**src/rtl/multicycle_seq.sv**
```systemverilog
// multicycle_seq: five-phase control sequencer for a multi-cycle RV32I
// datapath that shares one ALU and one memory port.
module multicycle_seq #(
    parameter int MEM_TIMEOUT     = 255,
    parameter bit TRAP_ON_ILLEGAL = 1'b1
) (
    input  logic       clk,
    input  logic       rst,
    input  logic [6:0] opcode,
    input  logic [3:0] dec_aluop,
    input  logic [1:0] dec_alusrc,
    input  logic       dec_memread,
    input  logic       dec_memwrite,
    input  logic       dec_memtoreg,
    input  logic       dec_regwrite,
    input  logic       br_taken,
    input  logic       mem_ready,
    output logic       mem_req,
    output logic       mem_we,
    output logic       mem_is_instr,
    output logic       ir_we,
    output logic       pc_we,
    output logic [1:0] pc_sel,
    output logic       rf_we,
    output logic [1:0] wb_sel,
    output logic [3:0] alu_op,
    output logic [1:0] alu_src,
    output logic [2:0] state_o,
    output logic       retired,
    output logic       trap
);

    typedef enum logic [2:0] {
        S_IDLE   = 3'd0,
        S_FETCH  = 3'd1,
        S_DECODE = 3'd2,
        S_EXEC   = 3'd3,
        S_MEM    = 3'd4,
        S_WB     = 3'd5,
        S_TRAP   = 3'd7
    } state_t;

    typedef enum logic [2:0] {
        C_ALU,
        C_LOAD,
        C_STORE,
        C_BRANCH,
        C_JAL,
        C_JALR,
        C_ILL
    } cls_t;

    // Last waiting cycle allowed before the request is declared dead
    localparam logic [15:0] WAIT_LIM = 16'(MEM_TIMEOUT - 1);

    state_t      state;
    cls_t        cls;
    cls_t        l_cls;
    logic [15:0] wait_cnt;
    logic [3:0]  l_aluop;
    logic [1:0]  l_alusrc;
    logic        l_memread;
    logic        l_memwrite;
    logic        l_memtoreg;
    logic        l_regwrite;
    logic        timed_out;

    always_comb begin
        case (opcode)
            7'b0110011,
            7'b0010011: cls = C_ALU;
            7'b0000011: cls = C_LOAD;
            7'b0100011: cls = C_STORE;
            7'b1100011: cls = C_BRANCH;
            7'b1101111: cls = C_JAL;
            7'b1100111: cls = C_JALR;
            default:    cls = C_ILL;
        endcase
    end

    assign timed_out = !mem_ready && (wait_cnt == WAIT_LIM);

    always_ff @(posedge clk or posedge rst) begin
        if (rst) begin
            state      <= S_IDLE;
            wait_cnt   <= '0;
            l_cls      <= C_ALU;
            l_aluop    <= '0;
            l_alusrc   <= '0;
            l_memread  <= 1'b0;
            l_memwrite <= 1'b0;
            l_memtoreg <= 1'b0;
            l_regwrite <= 1'b0;
        end else begin
            wait_cnt <= '0;
            case (state)
                S_IDLE: state <= S_FETCH;
                S_FETCH: begin
                    if (mem_ready)
                        state <= S_DECODE;
                    else if (timed_out)
                        state <= S_TRAP;
                    else
                        wait_cnt <= wait_cnt + 16'd1;
                end
                S_DECODE: begin
                    l_cls      <= cls;
                    l_aluop    <= dec_aluop;
                    l_alusrc   <= dec_alusrc;
                    l_memread  <= dec_memread;
                    l_memwrite <= dec_memwrite;
                    l_memtoreg <= dec_memtoreg;
                    l_regwrite <= dec_regwrite;
                    if (cls != C_ILL)
                        state <= S_EXEC;
                    else if (TRAP_ON_ILLEGAL)
                        state <= S_TRAP;
                    else
                        state <= S_FETCH;
                end
                S_EXEC: begin
                    case (l_cls)
                        C_BRANCH:        state <= S_FETCH;
                        C_LOAD, C_STORE: state <= S_MEM;
                        default:         state <= S_WB;
                    endcase
                end
                S_MEM: begin
                    if (mem_ready)
                        state <= l_memread ? S_WB : S_FETCH;
                    else if (timed_out)
                        state <= S_TRAP;
                    else
                        wait_cnt <= wait_cnt + 16'd1;
                end
                S_WB:    state <= S_FETCH;
                S_TRAP:  state <= S_TRAP;
                default: state <= S_TRAP;
            endcase
        end
    end

    // Outputs decode from state so an async reset kills mem_req at once
    always_comb begin
        mem_req      = 1'b0;
        mem_we       = 1'b0;
        mem_is_instr = 1'b0;
        ir_we        = 1'b0;
        pc_we        = 1'b0;
        pc_sel       = 2'b00;
        rf_we        = 1'b0;
        wb_sel       = 2'b00;
        alu_op       = 4'b0000;
        alu_src      = 2'b00;
        retired      = 1'b0;
        trap         = 1'b0;
        state_o      = state;
        case (state)
            S_FETCH: begin
                mem_req      = 1'b1;
                mem_is_instr = 1'b1;
                ir_we        = mem_ready;
            end
            S_DECODE: begin
                if (cls == C_ILL && !TRAP_ON_ILLEGAL) begin
                    pc_we   = 1'b1;
                    retired = 1'b1;
                end
            end
            S_EXEC: begin
                alu_op  = l_aluop;
                alu_src = l_alusrc;
                case (l_cls)
                    C_BRANCH: begin
                        alu_op  = 4'b0001;
                        pc_we   = 1'b1;
                        pc_sel  = br_taken ? 2'b01 : 2'b00;
                        retired = 1'b1;
                    end
                    C_LOAD, C_STORE: begin
                        alu_op  = 4'b0000;
                        alu_src = 2'b01;
                    end
                    default: ;
                endcase
            end
            S_MEM: begin
                mem_req = 1'b1;
                mem_we  = l_memwrite;
                alu_src = 2'b01;
                if (mem_ready && !l_memread) begin
                    pc_we   = 1'b1;
                    retired = 1'b1;
                end
            end
            S_WB: begin
                rf_we   = l_regwrite;
                pc_we   = 1'b1;
                retired = 1'b1;
                case (l_cls)
                    C_JAL: begin
                        wb_sel = 2'b10;
                        pc_sel = 2'b01;
                    end
                    C_JALR: begin
                        wb_sel = 2'b10;
                        pc_sel = 2'b10;
                    end
                    default: wb_sel = l_memtoreg ? 2'b01 : 2'b00;
                endcase
            end
            S_TRAP:  trap = 1'b1;
            default: ;
        endcase
    end

endmodule
```
**config.mk**
```make
export PLATFORM = sky130hd
export DESIGN_NAME = multicycle_seq
export DESIGN_NICKNAME = d
export VERILOG_FILES = /design/src/rtl/multicycle_seq.sv
export SDC_FILE = /design/constraint.sdc
export NUM_CORES = 1
export LEC_CHECK = 0
export CAP_MARGIN = 20
export CELL_PAD_IN_SITES_DETAIL_PLACEMENT = 0
export CELL_PAD_IN_SITES_GLOBAL_PLACEMENT = 1
export CORE_MARGIN = 2
export CORE_UTILIZATION = 30
export DETAILED_ROUTE_END_ITERATION = 7
export PLACE_DENSITY_LB_ADDON = 0.1
export SLEW_MARGIN = 10
export SYNTH_ARGS = -nofsm -noshare
export SYNTH_HDL_FRONTEND = slang
export SYNTH_SLANG_ARGS = --single-unit
```
**constraint.sdc**
```tcl
create_clock -name clk -period 3.4 [get_ports clk]
set_input_delay 0.85 -clock clk [delete_from_list [all_inputs] [get_ports clk]]
set_output_delay 0.85 -clock clk [all_outputs]
set_load 0.05 [all_outputs]
```
==> results.json <==
{
  "post-cts-setup-buffers": 0,
  "arrival_ps": 2350,
  "grt_max_degree": 18,
  "cts_buffer_depth": 2,
  "clkPwrFrac_pct": 17.5,
  "hold_slack_ps": 504,
  "endpoint_kind": "output port",
  "pre_cts_ws_ps": 397,
  "power.switching_w": 0.000783,
  "combPwrFrac_pct": 50.4,
  "max-slew-margin-rel_pct": 58.2,
  "grt_pass1_vias": 1451,
  "synth.largest_area_cell": "dfrtp_1",
  "yosys-top-cells-area": "dfrtp_1 (46%), nor2_1 (7.1%), xnor2_1 (6.0%)",
  "min_period_ps": 3200,
  "cts_sinks": 32,
  "cts-root-buf": "clkbuf_8",
  "clk_pin_slew_ps": 70,
  "antenna_found_initial": 0,
  "finalSetupViolations": 0,
  "core_area_um2": 5570,
  "io_buffer_count": 41,
  "fin_crit_sh_pct": 94.1,
  "cts_resized": 0,
  "power_density_nw_per_um2": 745,
  "finish.instance_area_um2": 2390,
  "p_seq_share_pct": 32.1,
  "first_pass_iters": 6,
  "worstHoldEndpoint": "l_aluop[1]",
  "cp-start-kind": "register",
  "rr_endpoint": "l_aluop[3]",
  "io-pin-count": 42,
  "ys.flop_type": "dfrtp_1",
  "fin_nets": 254,
  "clock_latency_ps": 280,
  "wire_per_inst_um": 13.2,
  "fmax_mhz": 312,
  "grt_pass1_wl_um": 6730,
  "swShare_pct": 44.0,
  "cts_buffers": 5,
  "synth_top_area_share_pct": 45.9,
  "postSynthCellCount": 183,
  "synthDistinctLibCells": 42,
  "internal_power_w": 0.000996,
  "initial_utilization_pct": 31.3,
  "crit_type": "register to output port",
  "synth_nets": 206,
  "ys_ff_latch": 32,
  "seq_area_um2": 802,
  "cap_violations": 0,
  "finalMaxSlewViolations": 0,
  "worst_pin_slew_ps": 626,
  "placed_area_um2": 2290,
  "initialDrtViolationCount": 58,
  "layout-drive-gt1-share_pct": 13.8,
  "yosysWarnings": 0,
  "leakage_nw": 0.934,
  "avgSynthCellArea_um2": 9.54,
  "cp.required_ps": 2550,
  "wl_met3_um": 197,
  "htree_num_levels": 2,
  "async_flop_share_pct": 100,
  "die-area_um2": 6440,
  "diodes": 0,
  "syn2layout_area_growth_pct": 36.7,
  "cts_tree": "yes",
  "r2r_slack_ps": 1620,
  "vias": 1488,
  "setup_slack_ps": 200,
  "top_layer_used": "met4",
  "fill_cells": 532,
  "die_y_um": 80.3,
  "reg2reg_depth": 3,
  "min_from": "l_aluop[1]",
  "hold_depth": 1,
  "hold_violations": 0,
  "syn_area_um2": 1750,
  "cts_hold_buf": 0,
  "fin_skew_ps": 2.22,
  "fin_setup_tns_ps": 0,
  "dp.cells": 296,
  "grt.total_usage_pct": 13.5,
  "reg2reg_from": "state_o[1]",
  "wl_um": 4020,
  "finalWeightedCongestion": 0.802,
  "die_w_um": 80.3,
  "critPathMaxFanout": 6,
  "instances_no_fill": 304,
  "rsz0062_at_grt": "no",
  "drc": 0,
  "ant_nets": 0,
  "vias_per_cell": 4.89,
  "gr-total-overflow": 0,
  "outcome": "complete, no violations",
  "synth_edf_count": 0,
  "rows": 27,
  "synth_seq_area_share_pct": 45.9,
  "multiInputGateArea_um2": 907,
  "dp_hpwl_um": 3160,
  "met2_length_um": 2020,
  "hold_path.class": "register to register",
  "wl_met1_um": 1780,
  "vdd_drop_max_v": 0.000545
}
==> logic make-up after synthesis <==
| kind of cell | after synthesis | share of synthesized area (%) |
|---|---|---|
| buffers and inverters | 12 | 3.01 |
| and+or+nand+nor | 90 | 27.4 |
| AOI/OAI and AO/OA | 22 | 8.39 |
| xor gates and xnor gates | 15 | 7.53 |
| adders and majority gates | 2 | 1.43 |
| muxes | 10 | 6.38 |
| DFF | 32 | 45.9 |
==> registers in the layout (all words and copies together), names as in the netlist <==
signal,count
l_memwrite,1
state_o,3
l_regwrite,1
l_aluop,4
l_memtoreg,1
l_memread,1
wait_cnt,16
l_alusrc,2
l_cls,3
==> power by group through the flow <==
stage | sequential (W) | clock [W] | combinational [W]
2_1_floorplan | 0.000590 | 0 | 0.000583
3_3_place_gp | 0.000573 | 0 | 0.000900
3_5_place_dp | 0.000579 | 0 | 0.000907
4_1_cts | 0.000571 | 0.000325 | 0.000909
5_1_grt | 0.000588 | 0.000341 | 0.000958
6_report | 0.000571 | 0.000311 | 0.000897
==> per-layer routing <==
| metal | GRT usage [%] | vias up |
|---|---|---|
| met1 | 16.6 | 708 |
| li1 | - | 736 |
| met3 | 4.04 | 2 |
| met4 | 4.07 | 0 |
| met2 | 22.7 | 42 |
| met5 | 0 | - |
==> critical path, stage by stage (launching register included) <==
cell and delay [ps]:
dfrtp_1 460, inv_1 220, nand3_1 210, nor2_1 220, and2_1 150, clkdlybuf4s50_1 810
==> worst max path at each step <==
stage | start | to | slack, ps | cells after the start
after CTS | state_o[1] | alu_op[3] | 110 | 4
after global routing | state_o[2] | alu_op[3] | 70 | 5
after global placement | mem_ready | retired | 430 | 5
after floorplan | state_o[2] | pc_sel[0] | 310 | 3
after detailed placement | mem_ready | pc_we | 400 | 5
final | state_o[2] | alu_op[3] | 200 | 5
==> through the flow <==
stage / power (W) / utilization, %
final: 0.00178 / 42.8
after global routing: 0.00189 / 42.8
after CTS: 0.00181 / 42.8
after detailed placement: 0.00149 / 41.0
after global placement: 0.00147 / 41.0
after floorplan: 0.00117 / -
==> area by class of cell <==
type / instances / share of cell area, %
Sequential cell: 32 / 33.6
Multi-Input combinational cell: 139 / 38.0
Clock buffer: 6 / 3.46
Inverter: 7 / 1.10
Tap cell: 72 / 3.78
Clock inverter: 2 / 0.629
Timing Repair Buffer: 46 / 19.4
==> cells in the mapped netlist, types with 2 or more instances <==
master,number
a211oi_1,2
a21oi_1,4
and2_1,7
and3_1,3
buf_2,3
dfrtp_1,32
ha_1,2
inv_1,7
mux2_2,9
nand2_1,8
nand2b_1,4
nand3_1,9
nand4_1,3
nor2_1,33
nor2b_1,2
nor3_1,6
nor4_1,5
nor4b_1,2
o21ai_0,5
o21bai_1,2
xnor2_1,12
xor2_1,3
==> cells in the final DEF (no fill, tap or decap), drive strengths merged, types with 6 or more instances in the layout <==
master | synthesis | layout
clkbuf | 1 | 6
nor3 | 6 | 6
nand2 | 8 | 8
nand3 | 9 | 9
dfrtp | 32 | 32
clkdlybuf4s50 | 0 | 37
buf | 4 | 9
inv | 7 | 7
xnor2 | 12 | 12
nor2 | 33 | 33
mux2 | 9 | 9
o21ai | 6 | 6
and2 | 7 | 7
Power figures use the tool's default switching activity.
